File: src/rtl/math_accumulator.sv
// math_accumulator
//   Accumulates a burst of COUNT samples taken from one of the math_operators
//   results (sum s, difference d or product p) into an ACC_WIDTH register.
//   The source is selected by op, which is latched when the burst starts.
//
// Ports
//   clk, reset          : rising-edge clock, asynchronous active-high reset
//   start               : begin a burst (honoured only in IDLE)
//   op[1:0]             : 00=s, 01=d, 1x=p
//   s, d, p             : operands from math_operators
//   in_valid / in_ready : sample handshake (in_ready high only in RUN)
//   acc                 : accumulator value
//   out_valid/out_ready : result handshake (out_valid high only in DONE)
//   busy                : high in RUN or DONE
//   overflow            : sticky overflow for the current/last burst
//
// Build option
//   MATH_ACCUMULATOR_SIGNED_EN : operands are sign-extended and overflow
//   reports signed overflow. Undefined: zero-extension, unsigned carry-out.
module math_accumulator #(
    parameter int WIDTH     = 4,
    parameter int COUNT     = 4,
    parameter int ACC_WIDTH = 12
) (
    input  logic                 clk,
    input  logic                 reset,
    input  logic                 start,
    input  logic [1:0]           op,
    input  logic [WIDTH-1:0]     s,
    input  logic [WIDTH-1:0]     d,
    input  logic [2*WIDTH-1:0]   p,
    input  logic                 in_valid,
    output logic                 in_ready,
    output logic [ACC_WIDTH-1:0] acc,
    output logic                 out_valid,
    input  logic                 out_ready,
    output logic                 busy,
    output logic                 overflow
);

    localparam int CNT_W = (COUNT > 1) ? $clog2(COUNT) : 1;
    localparam logic [CNT_W-1:0] LAST = CNT_W'(COUNT - 1);

    typedef enum logic [1:0] {IDLE, RUN, DONE} state_t;

    state_t               state_q, state_d;
    logic [ACC_WIDTH-1:0] acc_q, acc_d;
    logic [CNT_W-1:0]     cnt_q, cnt_d;
    logic [1:0]           op_q, op_d;
    logic                 ovf_q, ovf_d;

    logic [ACC_WIDTH-1:0] s_ext, d_ext, p_ext, operand, sum;
    logic                 add_ovf;

`ifdef MATH_ACCUMULATOR_SIGNED_EN
    assign s_ext = ACC_WIDTH'($signed(s));
    assign d_ext = ACC_WIDTH'($signed(d));
    assign p_ext = ACC_WIDTH'($signed(p));
`else
    assign s_ext = ACC_WIDTH'(s);
    assign d_ext = ACC_WIDTH'(d);
    assign p_ext = ACC_WIDTH'(p);
`endif

    always_comb begin
        case (op_q)
            2'b00:   operand = s_ext;
            2'b01:   operand = d_ext;
            default: operand = p_ext;
        endcase
    end

`ifdef MATH_ACCUMULATOR_SIGNED_EN
    // Signed overflow: addends agree in sign but the result does not.
    assign sum     = acc_q + operand;
    assign add_ovf = (acc_q[ACC_WIDTH-1] == operand[ACC_WIDTH-1]) &&
                     (sum[ACC_WIDTH-1] != acc_q[ACC_WIDTH-1]);
`else
    logic [ACC_WIDTH:0] sum_ext;
    assign sum_ext = {1'b0, acc_q} + {1'b0, operand};
    assign sum     = sum_ext[ACC_WIDTH-1:0];
    assign add_ovf = sum_ext[ACC_WIDTH];
`endif

    always_comb begin
        state_d = state_q;
        acc_d   = acc_q;
        cnt_d   = cnt_q;
        op_d    = op_q;
        ovf_d   = ovf_q;
        case (state_q)
            IDLE: begin
                if (start) begin
                    state_d = RUN;
                    acc_d   = '0;
                    cnt_d   = '0;
                    ovf_d   = 1'b0;
                    op_d    = op;
                end
            end
            RUN: begin
                if (in_valid) begin
                    acc_d = sum;
                    cnt_d = cnt_q + CNT_W'(1);
                    ovf_d = ovf_q | add_ovf;
                    // Last sample of the burst: result is valid on this edge.
                    if (cnt_q == LAST) state_d = DONE;
                end
            end
            DONE: begin
                if (out_ready) state_d = IDLE;
            end
            default: state_d = IDLE;
        endcase
    end

    always_ff @(posedge clk or posedge reset) begin
        if (reset) begin
            state_q <= IDLE;
            acc_q   <= '0;
            cnt_q   <= '0;
            op_q    <= 2'b00;
            ovf_q   <= 1'b0;
        end else begin
            state_q <= state_d;
            acc_q   <= acc_d;
            cnt_q   <= cnt_d;
            op_q    <= op_d;
            ovf_q   <= ovf_d;
        end
    end

    // Handshake outputs decode straight from state so reset clears them at once.
    assign in_ready  = (state_q == RUN);
    assign out_valid = (state_q == DONE);
    assign busy      = (state_q != IDLE);
    assign acc       = acc_q;
    assign overflow  = ovf_q;

endmodule
File: config.mk
export PLATFORM = sky130hd
export DESIGN_NAME = math_accumulator
export DESIGN_NICKNAME = d
export VERILOG_FILES = /design/src/rtl/math_accumulator.sv
export SDC_FILE = /design/constraint.sdc
export NUM_CORES = 1
export LEC_CHECK = 0
export ABC_AREA = 1
export CELL_PAD_IN_SITES_DETAIL_PLACEMENT = 1
export CELL_PAD_IN_SITES_GLOBAL_PLACEMENT = 2
export CORE_ASPECT_RATIO = 0.8
export CORE_MARGIN = 10
export CORE_UTILIZATION = 25
export CTS_CLUSTER_DIAMETER = 150
export CTS_CLUSTER_SIZE = 25
export DETAILED_ROUTE_END_ITERATION = 6
export PLACE_DENSITY_LB_ADDON = 0.2
export SLEW_MARGIN = 5
export SYNTH_ARGS = -nofsm -noshare
export SYNTH_HDL_FRONTEND = slang
export SYNTH_SLANG_ARGS = --single-unit
File: constraint.sdc
create_clock -name clk -period 3.6 [get_ports clk]
set_input_delay 0.36 -clock clk [delete_from_list [all_inputs] [get_ports clk]]
set_output_delay 0.36 -clock clk [all_outputs]
set_load 0.02 [all_outputs]
==> results.cfg, run 1 <==
[placed_design]
port_buffers = 38
dp_cells = 300
dp_hpwl_um = 3510
place_congestion = 0.769
dp_slack_ns = 0.917

[global_routing]
grt_use_total = 0.106
antenna_found_initial = 0
grt_pass1_vias = 1517
grt_max_degree = 20
grt_overflow = 0
grt_pass1_wl_um = 7600

[logic_synthesis]
synthFlopType = dfrtp_1
avgSynthCellArea_sq_um = 6.96
synth.distinct_cells = 26
ys_seq_area_frac = 0.345
ys_ff_latch = 19
yosys-top-cells-count = nand2_1 (61), inv_1 (30), nor2_1 (30), dfrtp_1 (19)
syn_nets = 231
synthArstFlopShare = 1.00
synth_top_cell_by_area = dfrtp_1
yosys_warnings = 0
synth_edf_count = 0
yosys.area.top_type_share = 0.345
synth_area_sq_um = 1380
post-synth-top-count-cell = nand2_1
netlist_top_cells_area = dfrtp_1 (35%), nand2_1 (17%), ha_1 (8.2%), inv_1 (8.2%), nor2_1 (8.2%)
synthCells = 198

[detailed_routing]
drc_errors = 0
drt-wirelength-per-cell_um = 14.4
vias_per_cell = 4.47
dr.pass1.iters = 4
route.antenna.remaining_nets = 0
first_iter_violations = 46
vias = 1360
routed_wl_um = 4370

[sta]
fin_skew_ns = 0.00262
setup-violations-final = 0
fin_crit_sh = 0.710
hold_violations = 0
final.min_clock_period_ns = 2.55
relSlewSlack = 0.450
tightest_slew_ns = 0.825
setup_ws_ns = 1.05
maxSlewViolCount = 0
rsz0062_at_grt = false
fin_tns_setup_ns = 0
timing.fmax_mhz = 391

[clock_tree]
cts_resized = 0
cts.hold.buffers_added = 0
clkLatencyLatePin_ns = 0.27
cts_tree = yes
clockBufferDepth = 2
cts_setup_buffers = 0
clkTransAtPathRegs_ns = 0.09
htree_levels = 1
clockRootBuffer = clkbuf_8
cts_buffers = 3
clock_sinks = 19

[setup_path]
cp-start-kind = flop
criticalPathCategory = reg2reg
end_kind = flop
critical_path.max_fanout = 10
required_ns = 3.80
cp.arrival_ns = 2.76

[floorplan]
chipHeight_um = 86.4
num_rows = 24
core-area_sq_um = 5410
dieArea_sq_um = 8900
start_util = 0.255
ioPinCount = 39
die_x_um = 103

[finish]
num_antenna_cells = 0
syn_to_final_growth_pct = 36.5
final_cell_count_no_fill = 304
fill_cells = 676
finalNetCount = 273
drive_gt1_frac = 0.0544

[power_and_ir_drop]
ir_worst_vdd_mv = 0.244
cellPowerDensity_nw_per_um2 = 795
leakage_uw = 0.000973

[hold_path]
hold_class = reg2reg

[status]
status = complete, no violations

[run]
max_cap_viol_count = 0
==> cells in the final DEF (no fill, tap or decap), types with 2 or more instances in the layout <==
cell type	n
inv_2	2
nand2_2	2
a221oi_1	4
a21oi_1	7
dfrtp_1	19
ha_1	9
a22o_1	2
clkbuf_8	3
and3_1	2
nand2_1	61
inv_1	30
clkdlybuf4s50_1	38
o21ai_0	3
nor2_1	30
nand2_4	2
nand3_1	9
o21ai_1	5
==> report_power, final <==
group | internal [uW] | total [uW] | switching [uW]
clock network | 77.4 | 165 | 87.6
logic | 382 | 958 | 576
registers | 293 | 373 | 80.4
total | 752 | 1500 | 744
==> layout make-up <==
| class | instances | area, sq um | share of cell area |
|---|---|---|---|
| Timing Repair Buffer | 38 | 380 | 0.202 |
| Clock inverter | 1 | 5.00 | 0.00266 |
| Sequential cell | 19 | 475 | 0.253 |
| Tap cell | 65 | 81.3 | 0.0432 |
| Multi-Input combinational cell | 146 | 777 | 0.413 |
| Inverter | 32 | 120 | 0.0639 |
| Clock buffer | 3 | 41.3 | 0.0220 |
==> worst paths after layout <==
check                      startpoint         end  slack (ns)  depth (start not counted)
max                           op_q[1]      acc[8]        1.05                         15
min                        state_q[0]  state_q[1]        0.50                          1
max reg2reg                   op_q[1]      acc[8]        1.05                         15
min reg2reg                state_q[0]  state_q[1]        0.50                          1
max in group asynchronous       reset      acc[3]        2.54                          2
min in group asynchronous       reset  state_q[1]        0.55                          2
==> layer usage <==
layer | track usage | vias up | wire length [um]
li1 | - | 706 | -
met1 | 0.141 | 626 | 2130
met2 | 0.163 | 26 | 1880
met3 | 0.0406 | 2 | 333
met4 | 0.0113 | 0 | 14
met5 | 0 | - | 0
==> per-stage QoR <==
| stage | area (sq um) | power [uW] | hold slack, ns | utilization |
|---|---|---|---|---|
| floorplan | 1380 | 1020 | 0.311 | - |
| global placement | 1830 | 1360 | 0.488 | 0.339 |
| detailed placement | 1830 | 1360 | 0.486 | 0.339 |
| CTS | 1880 | 1540 | 0.504 | 0.348 |
| global route | 1880 | 1690 | 0.547 | 0.348 |
| finish | 1880 | 1500 | 0.498 | 0.348 |
==> cells by family (layout without fill, tap and decap cells) <==
| kind of cell | after synthesis | count (layout) | synth area share |
|---|---|---|---|
| AND/OR/NAND/NOR | 109 | 109 | 0.341 |
| AO/OA/AOI/OAI | 27 | 27 | 0.127 |
| flip-flops | 19 | 19 | 0.345 |
| adder cells (fa/ha/maj) | 10 | 10 | 0.0963 |
| buffers and inverters | 33 | 74 | 0.0908 |
==> flip-flops by register name (all words and copies together) (netlist names) <==
signal / count
acc: 12
op_q: 2
overflow: 1
state_q: 2
cnt_q: 2
==> critical path, cell delays in order (launching register included) <==
cell and delay (ns):
dfrtp_1 0.52, nor2_1 0.29, a221oi_1 0.13, nor2_1 0.11, ha_1 0.21, inv_1 0.07, fa_1 0.38, inv_1 0.07
nand2_1 0.07, a21oi_2 0.20, nand2_1 0.09, nand2_2 0.11, nand2_2 0.06, nand2_1 0.05, nand2_1 0.05, nor2_1 0.08
Power figures use the tool's default switching activity.
==> run 2, diff against run 1 <==
--- a/config.mk
+++ b/config.mk
@@ -10,7 +10,7 @@
 export CELL_PAD_IN_SITES_GLOBAL_PLACEMENT = 2
 export CORE_ASPECT_RATIO = 0.8
 export CORE_MARGIN = 10
-export CORE_UTILIZATION = 25
+export CORE_UTILIZATION = 23
 export CTS_CLUSTER_DIAMETER = 150
 export CTS_CLUSTER_SIZE = 25
 export DETAILED_ROUTE_END_ITERATION = 6
==> constraint.sdc (replaced) <==
create_clock -name clk -period 2.3 [get_ports clk]
set_input_delay 0.23 -clock clk [delete_from_list [all_inputs] [get_ports clk]]
set_output_delay 0.23 -clock clk [all_outputs]
set_load 0.02 [all_outputs]
==> results.cfg, run 2 (synthesis results as in run 1) <==
[power_and_ir_drop]
ir_worst_vdd_mv = 0.317
cellPowerDensity_nw_per_um2 = 1310
leakage_uw = 0.00106

[global_routing]
grt_overflow = 0
antenna_found_initial = 0
grt_pass1_vias = 1474
grt_max_degree = 20
grt_use_total = 0.0961
grt_pass1_wl_um = 7360

[finish]
syn_to_final_growth_pct = 51.7
final_cell_count_no_fill = 334
final_common_cell = nand2_1
fin_util = 0.357
num_antenna_cells = 0
fill_cells = 736
finalNetCount = 287
drive_gt1_frac = 0.178
largest_reg_flops = 12
final_cell_mix = nand2_1 (58), clkdlybuf4s50_1 (38), nor2_1 (28), inv_1 (27), dfrtp_1 (18)

[floorplan]
core-area_sq_um = 5850
ioPinCount = 39
start_util = 0.236
chipHeight_um = 89.2
dieArea_sq_um = 9500
die_x_um = 107
num_rows = 25

[sta]
timing.fmax_mhz = 457
fin_tns_setup_ns = 0
tightest_slew_ns = 0.341
fin_skew_ns = 0.00582
setup_ws_ns = 0.110
hold_violations = 0
rsz0062_at_grt = true
setup-violations-final = 0
maxSlewViolCount = 0
hold_ws_ns = 0.296
relSlewSlack = 0.772
final.min_clock_period_ns = 2.19
fin_crit_sh = 0.952

[status]
status = complete, no violations

[placed_design]
dp_hpwl_um = 3580
port_buffers = 38
place_congestion = 0.771
dp_cells = 328
dp_slack_ns = -0.163

[detailed_routing]
drt-wirelength-per-cell_um = 13.3
route.antenna.remaining_nets = 0
drc_errors = 0
vias_per_cell = 4.25
dr.pass1.iters = 4
first_iter_violations = 41
vias = 1418
routed_wl_um = 4440

[run]
max_cap_viol_count = 0

[setup_path]
criticalPathCategory = reg2reg
cpPeakStageDelay_ns = 0.41
required_ns = 2.50
cp.arrival_ns = 2.39
reg2reg_depth = 16
end_kind = flop
critical_path.max_fanout = 4
cp_cell_sequence = inv_2 > nor2_4 > a221oi_2 > nor2_1 > ha_2 > inv_2 > fa_2 > inv_2 > nand2_4 > a21oi_4 > nand2_1 > nand2_2 > nand2_2 > nand2_1 > nand2_1 > nor2_1
cp-start-kind = flop
cp_slowest_cell = dfrtp_1
r2r_setup_slack_ns = 0.11

[clock_tree]
clockRootBuffer = clkbuf_8
htree_levels = 1
cts_buffers = 3
clkTransAtPathRegs_ns = 0.08
clkLatencyLatePin_ns = 0.27
cts_tree = yes
clockBufferDepth = 2
clock_sinks = 19

[hold_path]
hold_class = in2async
## run 2: path summary, 6_finish.rpt
check,startpoint,endpoint
min in group clk,state_q[0],state_q[1]
setup / recovery,op_q[0],acc[8]
hold reg to reg,state_q[0],state_q[1]
hold / removal,reset,state_q[1]
max in group asynchronous,reset,op_q[1]
setup reg to reg,op_q[0],acc[8]
## run 2: power by group
| group | internal (uW) | leakage, uW | switching, uW |
|---|---|---|---|
| Combinational | 850 | 0.000787 | 1050 |
| Sequential | 460 | 0.000243 | 122 |
| Clock | 121 | 0.0000255 | 131 |
## run 2: routing by layer
metal,track usage,part of all wire,routed length [um]
met5,0,0,0
met4,0.0184,0.0052,23
met3,0.0317,0.052,232
met2,0.156,0.44,1940
met1,0.123,0.51,2250
## run 2: per-stage QoR
| step | power (uW) | instance area [sq um] |
|---|---|---|
| 6_report | 2730 | 2090 |
| 5_1_grt | 3030 | 2090 |
| 4_1_cts | 2620 | 2010 |
| 3_5_place_dp | 2320 | 1940 |
| 3_3_place_gp | 2310 | 1940 |
| 2_1_floorplan | 1590 | 1380 |
## run 2: critical path, delay by kind of cell, from the launching register on
family / cells / cell delay [ns]
buffers and inverters: 3 / 0.18
flip-flops: 1 / 0.41
AO/OA/AOI/OAI: 2 / 0.23
adder cells (fa/ha/maj): 2 / 0.56
AND/OR/NAND/NOR: 9 / 0.72
## run 2: final cells by class
type	count	area [sq um]	area share
multi-input combinational	146	860	0.411
timing repair buffer	52	485	0.232
sequential	19	477	0.228
inverter	32	120	0.0575
tap	81	101	0.0485
clock buffer	3	41.3	0.0198
clock inverter	1	5.00	0.00240
## run 2: repair_timing
item,in CTS,in global routing
gates resized for setup,6,17
pin swaps,0,10
setup buffers,0,2
endpoints found under the setup margin,3,9
hold buffers,0,0
